--- src/rtl/l15_req_arbiter.sv ---
// l15_req_arbiter: round-robin sharing of one L1.5 request/return port between NumReq requesters,
// with ID-steered returns and per-requester outstanding-transaction throttling.
module l15_req_arbiter #(
    parameter int NumReq         = 2,
    parameter int ReqWidth       = 128,
    parameter int RtrnWidth      = 256,
    parameter int MaxOutstanding = 4,
    localparam int IdW           = $clog2(NumReq),
    localparam int CntW          = $clog2(MaxOutstanding + 1)
) (
    input  logic                       clk_i,
    input  logic                       reset_l,
    input  logic [NumReq-1:0]          req_val_i,
    input  logic [NumReq*ReqWidth-1:0] req_data_i,
    output logic [NumReq-1:0]          req_ack_o,
    output logic                       l15_val_o,
    output logic [ReqWidth-1:0]        l15_data_o,
    output logic [IdW-1:0]             l15_id_o,
    input  logic                       l15_ack_i,
    input  logic                       rtrn_val_i,
    input  logic [RtrnWidth-1:0]       rtrn_data_i,
    input  logic [IdW-1:0]             rtrn_id_i,
    input  logic                       rtrn_noresp_i,
    output logic [NumReq-1:0]          rtrn_val_o,
    output logic [RtrnWidth-1:0]       rtrn_data_o,
    output logic                       busy_o
);
    typedef enum logic {IDLE, ISSUE} state_e;
    state_e              state_q, state_d;
    logic [IdW-1:0]      ptr_q, gnt;
    logic [CntW-1:0]     cnt_q [NumReq];
    logic [NumReq-1:0]   elig, dec, cnt_nz, cnt_zero;
    logic                found, fire, ret_ok, underflow_q;

    always_ff @(posedge clk_i or negedge reset_l)
        if (!reset_l) state_q <= IDLE;
        else          state_q <= state_d;

    always_comb
        state_d = (state_q == IDLE) ? (found ? ISSUE : IDLE) : (l15_ack_i ? IDLE : ISSUE);

    always_comb begin
        l15_val_o = state_q == ISSUE;
        fire      = l15_val_o && l15_ack_i;
        req_ack_o = fire ? NumReq'(1) << l15_id_o : '0;
        busy_o    = l15_val_o || |cnt_nz;
    end

    // First eligible requester at or after the round-robin pointer, with wrap-around.
    always_comb begin
        found = 1'b0;
        gnt   = '0;
        for (int k = 0; k < NumReq; k++) begin
            elig[k]     = req_val_i[k] && cnt_q[k] < CntW'(MaxOutstanding);
            cnt_nz[k]   = cnt_q[k] != '0;
            cnt_zero[k] = !cnt_nz[k];
        end
        for (int i = 0; i < NumReq; i++)
            if (!found && elig[(int'(ptr_q) + i) % NumReq]) begin
                found = 1'b1;
                gnt   = IdW'((int'(ptr_q) + i) % NumReq);
            end
    end

    // Out-of-range IDs and noresp returns never touch a counter.
    always_comb begin
        ret_ok = rtrn_val_i && !rtrn_noresp_i && int'(rtrn_id_i) < NumReq;
        dec    = ret_ok ? NumReq'(1) << rtrn_id_i : '0;
    end

    always_ff @(posedge clk_i or negedge reset_l)
        if (!reset_l) begin
            l15_data_o <= '0;
            l15_id_o   <= '0;
            ptr_q      <= '0;
        end else begin
            if (state_q == IDLE && found) begin
                l15_data_o <= req_data_i[int'(gnt)*ReqWidth +: ReqWidth];
                l15_id_o   <= gnt;
            end
            if (fire) ptr_q <= IdW'((int'(l15_id_o) + 1) % NumReq);
        end

    always_ff @(posedge clk_i or negedge reset_l)
        if (!reset_l) begin
            for (int k = 0; k < NumReq; k++) cnt_q[k] <= '0;
            underflow_q <= 1'b0;
        end else begin
            for (int k = 0; k < NumReq; k++)
                if (req_ack_o[k] && !dec[k])                   cnt_q[k] <= cnt_q[k] + CntW'(1);
                else if (dec[k] && !req_ack_o[k] && cnt_nz[k]) cnt_q[k] <= cnt_q[k] - CntW'(1);
            if (|(dec & ~req_ack_o & cnt_zero)) underflow_q <= 1'b1;
        end

    always_ff @(posedge clk_i or negedge reset_l)
        if (!reset_l) begin
            rtrn_val_o  <= '0;
            rtrn_data_o <= '0;
        end else begin
            rtrn_val_o  <= (rtrn_val_i && rtrn_noresp_i) ? '1 : dec;
            rtrn_data_o <= rtrn_data_i;
        end

    // Returns without a matching request indicate an L1.5 protocol problem.
    assert property (@(posedge clk_i) disable iff (!reset_l) !underflow_q)
        else $warning("l15_req_arbiter: return counter underflow");
endmodule

--- config.mk ---
export PLATFORM = sky130hd
export DESIGN_NAME = l15_req_arbiter
export DESIGN_NICKNAME = d
export VERILOG_FILES = /design/src/rtl/l15_req_arbiter.sv
export SDC_FILE = /design/constraint.sdc
export NUM_CORES = 1
export LEC_CHECK = 0
export ABC_AREA = 1
export BUFFER_PORTS_ARGS = -buffer_cell sky130_fd_sc_hd__buf_2
export CELL_PAD_IN_SITES_DETAIL_PLACEMENT = 1
export CELL_PAD_IN_SITES_GLOBAL_PLACEMENT = 1
export CORE_AREA = 2 2 351 353
export CTS_BUF_LIST = sky130_fd_sc_hd__clkbuf_8
export DETAILED_ROUTE_END_ITERATION = 7
export DIE_AREA = 0 0 353 355
export GPL_TIMING_DRIVEN = 1
export PLACE_DENSITY_LB_ADDON = 0.25
export SETUP_SLACK_MARGIN = 0.1
export SLEW_MARGIN = 5
export SYNTH_ARGS = -nofsm -noshare
export SYNTH_HDL_FRONTEND = slang
export SYNTH_SLANG_ARGS = --single-unit
--- constraint.sdc ---
create_clock -name clk_i -period 2 [get_ports clk_i]
set_input_delay 0.1 -clock clk_i [delete_from_list [all_inputs] [get_ports clk_i]]
set_output_delay 0.1 -clock clk_i [all_outputs]
set_load 0.01 [all_outputs]
==> results of run 1 <==
stage by stage:
| step | std cells | setup slack [ns] | hold slack, ns | utilization | area (um^2) |
|---|---|---|---|---|---|
| detailed placement | 3572 | 0.233 | 0.0409 | 0.163 | 19800 |
| global placement | 3572 | 0.253 | 0.0415 | 0.163 | 19800 |
| floorplan | 1033 | 0.348 | -0.196 | - | 12900 |
cell families after synthesis:
logic type,Yosys count,synth area share
AOI/OAI and AO/OA,265,0.104
xor gates and xnor gates,2,0.00135
adders and majority gates,2,0.00310
buffers and inverters,74,0.0393
DFF,395,0.764
and+or+nand+nor,295,0.0879
cell usage after synthesis, types with 3 or more instances:
library cell,count,share of area
nor2_1,134,0.039
o21ai_1,167,0.065
nand3_1,12,0.0046
buf_4,6,0.0035
inv_1,13,0.0038
a21oi_1,3,0.0012
inv_2,5,0.0015
o21ai_0,93,0.036
buf_6,22,0.019
buf_2,24,0.0093
nand2_1,145,0.042
dfrtp_1,395,0.76
==> results_dict.tcl, run 1 <==
set metrics [dict create \
    ys_async_sr_fraction 1.00 \
    hold_buffers 744 \
    yosysSeqAreaShare 0.764 \
    gp_congestion 0.783 \
    dominantRegCellSynth "dfrtp_1" \
    postSynthCellCount 1033 \
    post-cts-setup-buffers 3 \
    io_pins 911 \
    dp_hpwl_um 57300 \
    yosysWarnings 0 \
    start_util 0.107 \
    clockBufferDepth 3 \
    clock-sinks 395 \
    synth_edf_count 0 \
    ctsRootBufferMaster "clkbuf_8" \
    rows 128 \
    io_buffer_count 910 \
    error "[ERROR RSZ-0060] Max buffer count reached." \
    synth_area_per_cell_um2 12.5 \
    failing_step "clock tree synthesis" \
    cts_buffers 80 \
    outcome "aborted with a tool error" \
    h-tree-depth 3 \
    cts_resized 1 \
    fp.dieH_um 355 \
    syn-num-nets 1555 \
    die_w_um 353 \
    synth_cell_types 22 \
    netlist_area_um2 12900 \
    ys_ff_latch 395 \
]
==> inputs of run 2 (changes only) <==
Settings changed: CELL_PAD_IN_SITES_DETAIL_PLACEMENT 1 to not set, CELL_PAD_IN_SITES_GLOBAL_PLACEMENT 1 to not set, CTS_BUF_LIST sky130_fd_sc_hd__clkbuf_8 to not set, PLACE_DENSITY_LB_ADDON 0.25 to 0.15, SETUP_SLACK_MARGIN 0.1 to not set.
==> run 2 against run 1 <==
  * The run now ends clean
  * Synthesized area stayed put
  * Synthesized cell count stayed put
==> results_dict.tcl, run 2 <==
set metrics [dict create \
    fin_skew_ns 0.0296 \
    cts_tree "done" \
    end_kind "register" \
    die_area_um2 125000 \
    slew_headroom 0.690 \
    ctsRootBufferMaster "clkbuf_16" \
    ys_ff_latch 395 \
    pwr-share-seq 0.359 \
    worstMarginPinSlew_ns 0.464 \
    fin_crit_sh 0.881 \
    wl_per_cell_um 17.0 \
    synth_area_leaders "dfrtp_1 76%, o21ai_1 6.5%, nand2_1 4.2%" \
    peakVddDrop_uv 652 \
    finish.net_count 3019 \
    clock-sinks 395 \
    synth_top_area_share 0.764 \
    switchingPower_uw 10300 \
    min_period_ns 1.76 \
    slowest_stage "dfrtp_1" \
    synth_area_per_cell_um2 12.5 \
    hp-class "input pin to asynchronous set/reset pin" \
    clkPwrFrac 0.335 \
    criticalPathCategory "register to register" \
    dp_hpwl_um 54100 \
    area_growth_pct 106 \
    start_util 0.107 \
    synth_cell_types 22 \
    p_int_uw 19500 \
    rsz0062_at_grt "no" \
    p_per_area_nw_per_um2 1110 \
    nFillCells 13400 \
    gp_congestion 0.825 \
    stdcell_area_um2 26700 \
    ff2ff_setup_slack_ns 0.24 \
    drc 0 \
    rows 128 \
    outcome "finished clean" \
    placedInstanceArea_um2 19600 \
    drive_above_1_share 0.412 \
    setup_tns_ns 0 \
    yosysWarnings 0 \
    grt_use_total 0.109 \
    whs_ns 0.0911 \
    cts_resized 0 \
    dominantRegCellSynth "dfrtp_1" \
    cts_buffers 50 \
    hold_buffers 520 \
    crit_top_cell "inv_1" \
    final_cell_mix "909 x buf_2, 519 x dlygate4sd3_1, 395 x dfrtp_1, 167 x o21ai_1, 145 x nand2_1" \
    grt_pass1_wl_um 102000 \
    dr.first_iter.drc_count 494 \
    grt_pass1_vias 15200 \
    netlist_area_um2 12900 \
    die_w_um 353 \
    largest_register_ffs 256 \
    top_register "rtrn_data_o" \
    fp.dieH_um 355 \
    postSynthCellCount 1033 \
    antenna_left 0 \
    post_layout_nonfiller_instances 4166 \
    path_max_fanout 6 \
    ys_async_sr_fraction 1.00 \
    firstDrtPassIters 4 \
    viasPerCell 3.24 \
    power.leakage_uw 0.0127 \
    reg_top3 "rtrn_data_o x256, l15_data_o x128, cnt_q x6" \
    critical_path_required_ns 2.56 \
    num_vias 13500 \
    setup-violations-final 0 \
    antenna_found_initial 8 \
    core_area_um2 121000 \
    path_cells "nand3_1 -> inv_1 -> nand2_1 -> fa_1 -> inv_1 -> nand4_1 -> nand3_1 -> nand2_1 -> inv_1" \
    cap_viol_max_count 0 \
    clockBufferDepth 3 \
    synth.most_common_cell "dfrtp_1" \
    crit_path_start_kind "register" \
    cp_data_arrival_time_ns 2.32 \
    hold_viol_final 0 \
    p_total_uw 29800 \
    finalMaxSlewViolations 0 \
    synth_commonest_cells "395 x dfrtp_1, 167 x o21ai_1, 145 x nand2_1" \
    clkTransAtPathRegs_ns 0.06 \
    post-cts-setup-buffers 0 \
    syn-num-nets 1555 \
    layout.cells.most_common "buf_2" \
    h-tree-depth 2 \
    grt_max_degree 73 \
    max_stage_delay_ns 0.48 \
    io_buffer_count 910 \
    swShare 0.346 \
    p_comb_frac 0.306 \
    synth_top_area_cell "dfrtp_1" \
    grt_overflow 0 \
    io_pins 911 \
    clk_latency_ns 0.65 \
    synth_edf_count 0 \
    yosysSeqAreaShare 0.764 \
    routed_wl_um 70700 \
    achievable-frequency_mhz 568 \
    dp.cells 3550 \
]
[run 2: cell counts after synthesis]
No cell type changed its count.
[run 2: cells by family (layout without fill, tap and decap cells)]
family / count (synthesis) / in the layout / synth area share
compound gates: 265 / 265 / 0.104
xor+xnor: 2 / 2 / 0.00135
fa+ha+maj: 2 / 2 / 0.00310
buf+inv: 74 / 1579 / 0.0393
flops: 395 / 395 / 0.764
other cells: 0 / 3 / 0
simple gates: 295 / 295 / 0.0879
[run 2: per-stage QoR]
step                utilization  setup slack, ns
finish                    0.220            0.238
global route              0.220           0.0975
CTS                       0.220            0.211
detailed placement        0.162            0.242
global placement          0.162            0.238
floorplan                     -            0.348
[run 2: per-layer routing]
layer,vias up,global-route usage,part of all wire
met5,-,0,0.00018
met4,2,0.0394,0.034
met3,89,0.0313,0.074
met2,562,0.197,0.51
met1,6533,0.122,0.38
li1,6308,-,-
[run 2: critical path, delay by kind of cell, from the launching register on]
kind / cells / cell delay, ns
and+or+nand+nor: 5 / 0.51
DFF: 1 / 0.48
adders and majority gates: 1 / 0.42
buffers and inverters: 3 / 0.28
[run 2: layout make-up]
type	count	area [um^2]	share of cell area
Antenna cell	3	7.51	0.000281
Inverter	18	72.6	0.00272
Clock buffer	68	1450	0.0543
Clock inverter	25	392	0.0147
Timing Repair Buffer	1468	10300	0.386
Sequential cell	395	9880	0.370
Tap cell	1625	2030	0.0762
Multi-Input combinational cell	564	2540	0.0953
[run 2: worst paths after layout]
path / from / end / cells after the start
max: l15_val_o / cnt_q[2] / 9
min: reset_l / rtrn_data_o[150] / 3
max reg2reg: l15_val_o / cnt_q[2] / 9
min reg2reg: l15_data_o[70] / l15_data_o[70] / 2
max in group asynchronous: reset_l / l15_data_o[118] / 4
min in group clk_i: req_val_i[0] / l15_data_o[125] / 6
[run 2: power groups by stage]
stage / Clock (uW) / Combinational, uW / Sequential, uW
6_report: 9970 / 9110 / 10700
5_1_grt: 10800 / 10200 / 10900
4_1_cts: 10400 / 9390 / 10700
3_5_place_dp: 0 / 8520 / 10800
3_3_place_gp: 0 / 8500 / 10800
2_1_floorplan: 0 / 3660 / 11400
(Power assumes the default switching activity.)
